<file path="src/rtl/rx_frame_parser.sv">
// Ethernet-style RX frame parser: filters on destination MAC, extracts source/length,
// and buffers the payload in a first-word-fall-through FIFO.
module rx_frame_parser #(
  parameter int FIFO_DEPTH = 16,
  parameter bit BCAST_EN   = 1'b1
) (
  input  logic        clk,
  input  logic        rst_n,
  input  logic [47:0] local_addr,
  input  logic [7:0]  tdata,
  input  logic        tvalid,
  input  logic        tlast,
  output logic        tready,
  output logic [7:0]  rx_data,
  output logic        rx_valid,
  input  logic        rx_ready,
  output logic [47:0] rx_src_addr,
  output logic [15:0] number_of_bytes,
  output logic        rx_header_valid,
  output logic        frame_done,
  output logic        frame_err
);

  localparam int AW = $clog2(FIFO_DEPTH);
  localparam logic [AW:0] DEPTH_C = (AW + 1)'(FIFO_DEPTH);

  typedef enum logic [1:0] {HDR, PAYLOAD, DROP} state_t;

  state_t         state;
  logic [3:0]     byte_cnt;
  logic [103:0]   hdr_shift;
  logic [15:0]    remaining;
  logic           done_stage;
  logic           err_stage;

  logic [7:0]     mem [FIFO_DEPTH];
  logic [AW-1:0]  wr_ptr;
  logic [AW-1:0]  rd_ptr;
  logic [AW:0]    count;

  logic           buf_full;
  logic           accept;
  logic           push;
  logic           pop;
  logic [47:0]    hdr_dst;
  logic [47:0]    hdr_src;
  logic [15:0]    hdr_len;
  logic           dst_match;

  assign buf_full  = (count == DEPTH_C);
  assign tready    = rst_n && ((state != PAYLOAD) || !buf_full);
  assign accept    = tvalid && tready;
  assign push      = accept && (state == PAYLOAD);
  assign rx_valid  = (count != '0);
  assign pop       = rx_valid && rx_ready;
  assign rx_data   = rx_valid ? mem[rd_ptr] : 8'd0;

  // Bytes 0..12 sit in the shift register; byte 13 completes the length on the fly.
  assign hdr_dst   = hdr_shift[103:56];
  assign hdr_src   = hdr_shift[55:8];
  assign hdr_len   = {hdr_shift[7:0], tdata};
  assign dst_match = (hdr_dst == local_addr) || (BCAST_EN && (&hdr_dst));

  // done/err go through one extra stage so they can never overlap rx_header_valid.
  always_ff @(posedge clk) begin
    if (!rst_n) begin
      state           <= HDR;
      byte_cnt        <= 4'd0;
      hdr_shift       <= '0;
      remaining       <= 16'd0;
      rx_src_addr     <= 48'd0;
      number_of_bytes <= 16'd0;
      rx_header_valid <= 1'b0;
      done_stage      <= 1'b0;
      err_stage       <= 1'b0;
      frame_done      <= 1'b0;
      frame_err       <= 1'b0;
    end else begin
      rx_header_valid <= 1'b0;
      done_stage      <= 1'b0;
      err_stage       <= 1'b0;
      frame_done      <= done_stage;
      frame_err       <= err_stage;
      if (accept) begin
        case (state)
          HDR: begin
            hdr_shift <= {hdr_shift[95:0], tdata};
            if (byte_cnt != 4'd13) begin
              if (tlast) begin
                err_stage <= 1'b1;
                byte_cnt  <= 4'd0;
              end else begin
                byte_cnt  <= byte_cnt + 4'd1;
              end
            end else begin
              byte_cnt <= 4'd0;
              if (!dst_match) begin
                if (!tlast) state <= DROP;
              end else begin
                rx_header_valid <= 1'b1;
                rx_src_addr     <= hdr_src;
                number_of_bytes <= hdr_len;
                if (hdr_len == 16'd0) begin
                  if (tlast) begin
                    done_stage <= 1'b1;
                  end else begin
                    err_stage  <= 1'b1;
                    state      <= DROP;
                  end
                end else if (tlast) begin
                  err_stage <= 1'b1;
                end else begin
                  remaining <= hdr_len;
                  state     <= PAYLOAD;
                end
              end
            end
          end
          PAYLOAD: begin
            remaining <= remaining - 16'd1;
            if (remaining == 16'd1) begin
              if (tlast) begin
                done_stage <= 1'b1;
                state      <= HDR;
              end else begin
                err_stage  <= 1'b1;
                state      <= DROP;
              end
            end else if (tlast) begin
              err_stage <= 1'b1;
              state     <= HDR;
            end
          end
          DROP: begin
            if (tlast) state <= HDR;
          end
          default: state <= HDR;
        endcase
      end
    end
  end

  always_ff @(posedge clk) begin
    if (!rst_n) begin
      wr_ptr <= '0;
      rd_ptr <= '0;
      count  <= '0;
    end else begin
      if (push) wr_ptr <= wr_ptr + 1'b1;
      if (pop)  rd_ptr <= rd_ptr + 1'b1;
      case ({push, pop})
        2'b10:   count <= count + 1'b1;
        2'b01:   count <= count - 1'b1;
        default: count <= count;
      endcase
    end
  end

  always_ff @(posedge clk) begin
    if (push) mem[wr_ptr] <= tdata;
  end

endmodule
</file>
<file path="config.mk">
export PLATFORM = sky130hd
export DESIGN_NAME = rx_frame_parser
export DESIGN_NICKNAME = d
export VERILOG_FILES = /design/src/rtl/rx_frame_parser.sv
export SDC_FILE = /design/constraint.sdc
export NUM_CORES = 1
export LEC_CHECK = 0
export ABC_AREA = 1
export BUFFER_PORTS_ARGS = -buffer_cell sky130_fd_sc_hd__buf_2
export CORE_UTILIZATION = 59
export CTS_CLUSTER_SIZE = 20
export DETAILED_ROUTE_END_ITERATION = 8
export HOLD_SLACK_MARGIN = 0.1
export PLACE_DENSITY_LB_ADDON = 0.2
export SLEW_MARGIN = 25
export SYNTH_ARGS = -nofsm -noshare
export SYNTH_HDL_FRONTEND = slang
export SYNTH_SLANG_ARGS = --single-unit
</file>
<file path="constraint.sdc">
create_clock -name clk -period 3.25 [get_ports clk]
set_input_delay 0.4875 -clock clk [delete_from_list [all_inputs] [get_ports clk]]
set_output_delay 0.4875 -clock clk [all_outputs]
set_load 0.02 [all_outputs]
</file>
# == Yosys cells after proc, flatten, opt, wreduce, memory -nomap -nowiden ==
# Memory sizes are Yosys's and may differ from the RTL's. A register that Yosys moved wholly into a read port is not among the register bits.
# Index checks and enable logic that the tools add are counted.
# word_totals
reg_bits,208
ram_bits,128
in_bits,61
out_inout_bits,77
elab_cells,93
memories,1
# memory_table
memory,words,word_bits,rd,rd_clocked_by_memory_dff,write_ports,line_no,source
mem,16,8,1,1,1,36,logic [7:0] mem [FIFO_DEPTH];
# op_classes
add_sub_neg,6
n_eq_ne,14
muxes,35
bitwise,4
reduce_logical,19
# op_table
op,n
$mux 16,4
$eq 48x48->1,1
$reduce_and 48->1,1
$pmux 16 s2,1
$eq 16x1->1 const B,1
$logic_not 16->1,1
$mux 2,8
$mux 4,4
$sub 16x1->16 const B,1
$mux 1,13
$add 4x1->4 const B,3
$pmux 5 s2,1
$mux 8,1
$ne 2x2->1 const B,4
$ne 4x4->1 const B,2
$pmux 2 s3,1
$reduce_and 6->1,1
$add 5x1->5 const B,1
$eq 5x5->1 const B,1
$reduce_bool 5->1,1
$sub 5x1->5 const B,1
$eq 2x1->1 const B,2
$eq 2x2->1 const B,2
$logic_and 1x1->1,4
other kinds (11),18

# == Longest topological paths before layout ==
# Gate-level depths: netlist (run 1).
# logic_depth
ltp_word,8
depth_mapped,19
ltp_nobuf,19

# == Least setup slack after synthesis (run 1) ==
# OpenSTA, ideal clock, no wires.
# synth_timing
kind,input-to-reg
startpoint,in rst_n
endpoint,reg count[4]
setup_time_ns,0.121
t_arrival_ns,2.653
t_required_ns,3.129
slack_ns,0.476
stages,18
path_buffers,1
path_cell_list,buf_2 > inv_1 > a21oi_2 > nand2_2 > inv_2 > nand2_1 > ha_1 > xor2_1 > ha_1 > a21o_1 > nand2_1 > nand2_1 > a21oi_1 > nand2_1 > nand2_1 > nor2_1 > o21ai_0 > a21oi_1
# synth_via
elab_chain_cells,5
word_cells_on_any_way,7
cone_classes,eq/ne (2); mux (1); reduce/logical (4)
# synth_rtl
item,line_no,source
from (decl),8,"input logic rst_n,"
$logic_and 1x1->1 *,51,assign tready = rst_n && ((state != PAYLOAD) || !buf_full);
net tready,13,"output logic tready,"
$logic_and 1x1->1 *,52,assign accept = tvalid && tready;
$logic_and 1x1->1 *,53,assign push = accept && (state == PAYLOAD);
$eq 2x1->1 or $eq 2x2->1 (tied branches),151,"case ({push, pop})"
$pmux 5 s2 or $reduce_bool 2->1 (tied branches),--,
to (signal assigned),152,2'b10: count <= count + 1'b1;
to (signal assigned),153,2'b01: count <= count - 1'b1;
to (signal assigned),154,default: count <= count;
to (decl),39,logic [AW:0] count;
# Mark *: on every way through the listed nets, which the timed path passes. The rest lies on a longest branch.
# A chain may end at the register's enable or synchronous reset.

==> impl_metrics.csv, run 1 <==
group,metric,value,unit
run_status,status,"finished clean",
detailed_routing,vias,11200,
timing,finalHoldViolCount,0,
min_path,hp-class,"in -> reg",
critical_path,end_kind,"output pin",
critical_path,path_class,"reg -> out",
timing,rsz0062_at_grt,"no",
power_and_ir_drop,leakagePower,6.49,nW
logic_synthesis,synth.avg_cell_area,9.20,um^2
grt,track_usage,28.5,%
critical_path,cp.buffers_inverters,2,
clock_network,cts_made_buffers,35,
power_and_ir_drop,power_density,665,mW/mm^2
critical_path,slowest_stage,"dfxtp_1",
finish,antennaDiodeCount,0,
logic_synthesis,synth_top_cells_by_area,"dfxtp_1, edfxtp_1, o21ai_0",
floorplan,initial_core_util,60.3,%
detailed_routing,antenna_left,0,
timing,fmax,340,MHz
detailed_routing,post_drt_via_cell_ratio,5.58,
grt,grt_pass1_wl,54800,um
logic_synthesis,synth_area_leader_cell,"dfxtp_1",
logic_synthesis,postSynthCellCount,1549,
power_and_ir_drop,peakVddDrop,0.000630,V
finish,final_nets,1744,
critical_path,crit_arrival,2450,ps
logic_synthesis,synth.distinct_cells,40,
clock_network,clockBufferDepth,3,
finish,multi_input_comb_area,0.00518,mm^2
flow_run,maxCapViolCount,0,
timing,setup_tns,0,ps
clock_network,clkSinkCount,340,
logic_synthesis,ys_seq_elements,340,
detailed_routing,drt_iter0_drc,1019,
detailed_routing,drc_errors,0,
finish,ff_latch_area,0.00809,mm^2
finish,fill_cells,1872,
logic_synthesis,ys_async_sr_fraction,0,%
finish,utilization,69.6,%
floorplan,rows,56,
finish,layout-drive-gt1-share,17.7,%
clock_network,cts.htree.levels,2,
logic_synthesis,synth.most_common_cell,"dfxtp_1",
logic_synthesis,post_synth_most_frequent_cells,"dfxtp_1, o21ai_0, nand2_1",
clock_network,cts_hold_buf,0,
floorplan,die_x,157,um
logic_synthesis,yosysWarnings,0,
grt,grt_max_degree,122,
floorplan,die_area,0.0248,mm^2
floorplan,pin_count,138,
timing,fin_hold_ws,310,ps
floorplan,core,0.0236,mm^2
logic_synthesis,ys_seq_area_share,56.8,%
timing,setup_viol,0,
timing,relSlewSlack,36.2,%
critical_path,path_max_fanout,51,
critical_path,cp_cell_sequence,"buf_12 > o21ai_0 > o22ai_1 > nor2_1 > nor2_1 > o21ai_0 > a21oi_1 > buf_2",
logic_synthesis,synth.cell_area,0.0142,mm^2
grt,gr-total-overflow,0,
grt,antenna_found_initial,0,
placed_design,port_buffers,137,
logic_synthesis,synth_flop_cell,"dfxtp_1",
critical_path,cp-start-kind,"flop",
critical_path,r2r_slack,540,ps
timing,clock-skew-final,9.05,ps
timing,worst_pin_slew,956,ps
timing,post-route-period-util,90.4,%
floorplan,die_h,157,um
clock_network,clkTransAtPathRegs,60,ps
timing,period_needed,2940,ps
logic_synthesis,synth_fp_nets,1625,
detailed_routing,drtPass1Iterations,6,
placed_design,hpwl,22900,um
clock_network,cts_tree,"done",
grt,grt_pass1_vias,10800,
placed_design,gp_congestion,0.917,
finish,area_growth_syn_to_layout,15.4,%
critical_path,crit_family,"compound AO/OA/AOI/OAI gates",
timing,drv_slew,0,
critical_path,slowest_delay,480,ps
detailed_routing,routedWlPerCell,17.2,um
clock_network,post-cts-setup-buffers,0,
logic_synthesis,netlist.area_leader.share,29.8,%
clock_network,clk_latency,510,ps
clock_network,cts_resized,0,
clock_network,root_buffer,"clkbuf_16",
logic_synthesis,synth_edf_count,128,
critical_path,worstPathRequired,2760,ps
detailed_routing,wl,34600,um
## per-stage QoR
step           worst slack [ps]  cell area [um^2]  total power [W]  std cells
2_1_floorplan               476             14200          0.00602       1549
3_3_place_gp                576             15200          0.00664       1950
3_5_place_dp                535             15200          0.00669       1950
4_1_cts                     293             16400           0.0110       2013
5_1_grt                     159             16400           0.0114       2013
6_report                    312             16400           0.0109       2013
## sequential cells by signal (all words and copies together), names as in the netlist, 2 cells and up, named ones only
register         cells
wr_ptr               4
hdr_shift          104
rx_src_addr         48
rd_ptr               4
remaining           16
state                2
mem                128
number_of_bytes     16
byte_cnt             4
count                5
## worst reg2reg max path: cells and delay by family (launching register included)
kind | cells | cell delay [ps]
xor gates and xnor gates | 1 | 180
buffers and inverters | 1 | 80
adders and majority gates | 2 | 530
AOI/OAI and AO/OA | 5 | 660
DFF | 1 | 410
and+or+nand+nor | 10 | 730
## layout by cell type, fill, tap and decap left out, types with 22 or more instances in the layout
| master | instances |
|---|---|
| dfxtp_1 | 212 |
| o21ai_0 | 185 |
| nand2_1 | 180 |
| nor2_1 | 164 |
| a21oi_1 | 141 |
| buf_2 | 136 |
| inv_1 | 133 |
| edfxtp_1 | 128 |
| nand3_1 | 103 |
| o21ai_2 | 54 |
| xnor2_1 | 43 |
| clkbuf_16 | 37 |
| buf_4 | 30 |
| o221ai_1 | 22 |
## worst paths after layout
check	startpoint	cells past startpoint	endpoint
max	flop	8	rx_data[0]
min	tdata[2]	1	mem[9][2]$_DFFE_PP_
max reg2reg	count[1]$_SDFFE_PN0P_	19	count[4]$_SDFFE_PN0P_
min reg2reg	done_stage$_SDFF_PN0_	2	frame_done$_SDFF_PN0_
## layer usage
metal | track usage [%] | vias to the layer above | share of wire [%]
li1 | - | 5491 | -
met1 | 35.6 | 5277 | 41
met2 | 48.8 | 400 | 49
met3 | 5.53 | 66 | 7.3
met4 | 10.2 | 0 | 3.0
met5 | 0 | - | 0
## where the power goes
| group | internal [W] | leakage (nW) | switching, W |
|---|---|---|---|
| clock | 0.00272 | 0.621 | 0.00161 |
| sequential | 0.00455 | 2.88 | 0.000116 |
| combinational | 0.000646 | 2.99 | 0.00130 |
| total | 0.00791 | 6.49 | 0.00302 |
## cell families after synthesis
family                     after synthesis  synth area share [%]
buffers and inverters                  226                  6.93
and+or+nand+nor                        487                  14.4
xor gates and xnor gates                52                  3.20
adders and majority gates               15                  1.32
DFF                                    340                  56.8
AOI/OAI and AO/OA                      429                  17.4
## cell type report
type                       instances  share of cell area [%]
clock inverter                    12                    1.29
clock buffer                      51                    6.38
multi-input combinational        983                    31.5
tap                              319                    2.43
sequential                       340                    49.2
inverter                         137                    3.13
timing repair buffer             171                    6.07
Note: power is estimated with default switching activity, not from simulation.
==> run 2, diff against run 1 <==
PLACE_DENSITY = 0.84   (was default)
PLACE_DENSITY_LB_ADDON = default   (was 0.2)
==> impl_metrics.csv, run 2 (same netlist as run 1, synthesis figures left out) <==
group,metric,value,unit
critical_path,worstPathRequired,2760,ps
grt,track_usage,28.3,%
clock_network,cts_hold_buf,0,
clock_network,post-cts-setup-buffers,0,
detailed_routing,post_drt_via_cell_ratio,5.71,
floorplan,core,0.0236,mm^2
power_and_ir_drop,clkPwrFrac,37.3,%
power_and_ir_drop,combPwrFrac,18.4,%
finish,final_common_cell,"dfxtp_1",
floorplan,die_h,157,um
detailed_routing,vias,11500,
clock_network,cts.htree.levels,2,
timing,setup_viol,0,
power_and_ir_drop,switching_power,0.00300,W
timing,finalHoldViolCount,0,
placed_design,port_buffers,137,
grt,gr-total-overflow,0,
timing,relSlewSlack,39.7,%
detailed_routing,drt_iter0_drc,1180,
power_and_ir_drop,peakVddDrop,0.000429,V
power_and_ir_drop,seq_power_share,44.3,%
timing,worst_pin_slew,901,ps
grt,grt_max_degree,97,
placed_design,gp_congestion,0.911,
clock_network,clk_latency,520,ps
critical_path,path_class,"reg -> out",
power_and_ir_drop,p_int,0.00751,W
finish,final_cell_mix,"dfxtp_1, o21ai_0, nand2_1",
grt,antenna_found_initial,0,
timing,rsz0062_at_grt,"no",
critical_path,crit_arrival,2590,ps
finish,largest-register,"mem",
detailed_routing,routedWlPerCell,17.3,um
clock_network,clkSinkCount,340,
run_status,status,"finished clean",
timing,fin_hold_ws,292,ps
power_and_ir_drop,sw_frac_of_total,28.5,%
grt,grt_pass1_wl,54400,um
clock_network,cts_made_buffers,34,
floorplan,rows,56,
floorplan,die_area,0.0248,mm^2
finish,layout-drive-gt1-share,17.4,%
timing,fmax,325,MHz
critical_path,cp-start-kind,"flop",
finish,antennaDiodeCount,0,
timing,clock-skew-final,17.5,ps
clock_network,clockBufferDepth,3,
detailed_routing,antenna_left,0,
placed_design,hpwl,22800,um
clock_network,root_buffer,"clkbuf_16",
flow_run,maxCapViolCount,0,
min_path,hp-class,"in -> reg",
timing,period_needed,3080,ps
clock_network,clkTransAtPathRegs,60,ps
power_and_ir_drop,leakagePower,6.41,nW
floorplan,pin_count,138,
power_and_ir_drop,totalPowerFinal,0.0105,W
clock_network,cts_resized,0,
finish,fill_cells,1760,
clock_network,cts_tree,"done",
detailed_routing,wl,34900,um
detailed_routing,drtPass1Iterations,6,
power_and_ir_drop,power_density,645,mW/mm^2
finish,area_growth_syn_to_layout,14.3,%
finish,largest_reg_flops,128,
floorplan,initial_core_util,60.3,%
grt,grt_pass1_vias,10800,
timing,setup_tns,0,ps
floorplan,die_x,157,um
critical_path,path_max_fanout,36,
finish,reg_top3,"mem: 128 flops, hdr_shift: 104 flops, rx_src_addr: 48 flops",
timing,post-route-period-util,94.8,%
critical_path,end_kind,"output pin",
finish,final_nets,1746,
detailed_routing,drc_errors,0,
timing,drv_slew,0,
==> run 2: cell types whose count changed in the layout (fill, tap and decap cells not counted), sizes merged <==
cell	delta
buf	+3
bufinv	-4
clkbuf	+1
clkinv	-3
clkinvlp	+2
==> run 2: final timing paths <==
path,start,endpoint,slack (ps),cells after the start
worst max register to register,state[1]$_SDFFE_PN0P_,count[4]$_SDFFE_PN0P_,550,18
worst max-delay path,flop,rx_data[4],170,7
worst min-delay path,rx_ready,rd_ptr[1]$_SDFFE_PN0P_,290,3
worst min register to register,done_stage$_SDFF_PN0_,frame_done$_SDFF_PN0_,430,2
==> run 2: per-layer routing <==
metal	routed length, um	up-vias	GRT usage [%]
li1	-	5496	-
met1	13600	5361	34.7
met2	16800	536	48.3
met3	3030	94	5.20
met4	1400	0	13.5
met5	0	-	0
==> run 2: power groups by stage <==
stage	clock [W]	combinational, W	sequential, W
global placement	0	0.00182	0.00474
finish	0.00392	0.00193	0.00466
floorplan	0	0.00130	0.00472
detailed placement	0	0.00187	0.00475
global route	0.00411	0.00212	0.00467
CTS	0.00395	0.00190	0.00466
==> run 2: worst max-delay path: stages (launching register included) <==
cell and delay, ps:
dfxtp_1 370, buf_4 360, buf_4 360, o21ai_0 190
o221ai_1 300, nand3_1 150, a21oi_1 160, buf_2 180
==> run 2: cell type report <==
cell class,instances,area [um^2],area share (%)
Clock buffer,52,1030,6.34
Clock inverter,7,88.8,0.546
Inverter,137,514,3.16
Multi-Input combinational cell,983,5180,31.8
Sequential cell,340,8090,49.7
Tap cell,319,399,2.45
Timing Repair Buffer,174,978,6.01
==> run 2: per-stage QoR <==
step	utilization (%)	setup slack, ps	instances	instance area [um^2]
finish	68.9	171	2012	16300
global route	68.9	101	2012	16300
CTS	68.9	189	2012	16300
detailed placement	64.2	563	1953	15200
global placement	64.2	554	1953	15200
floorplan	-	476	1549	14200
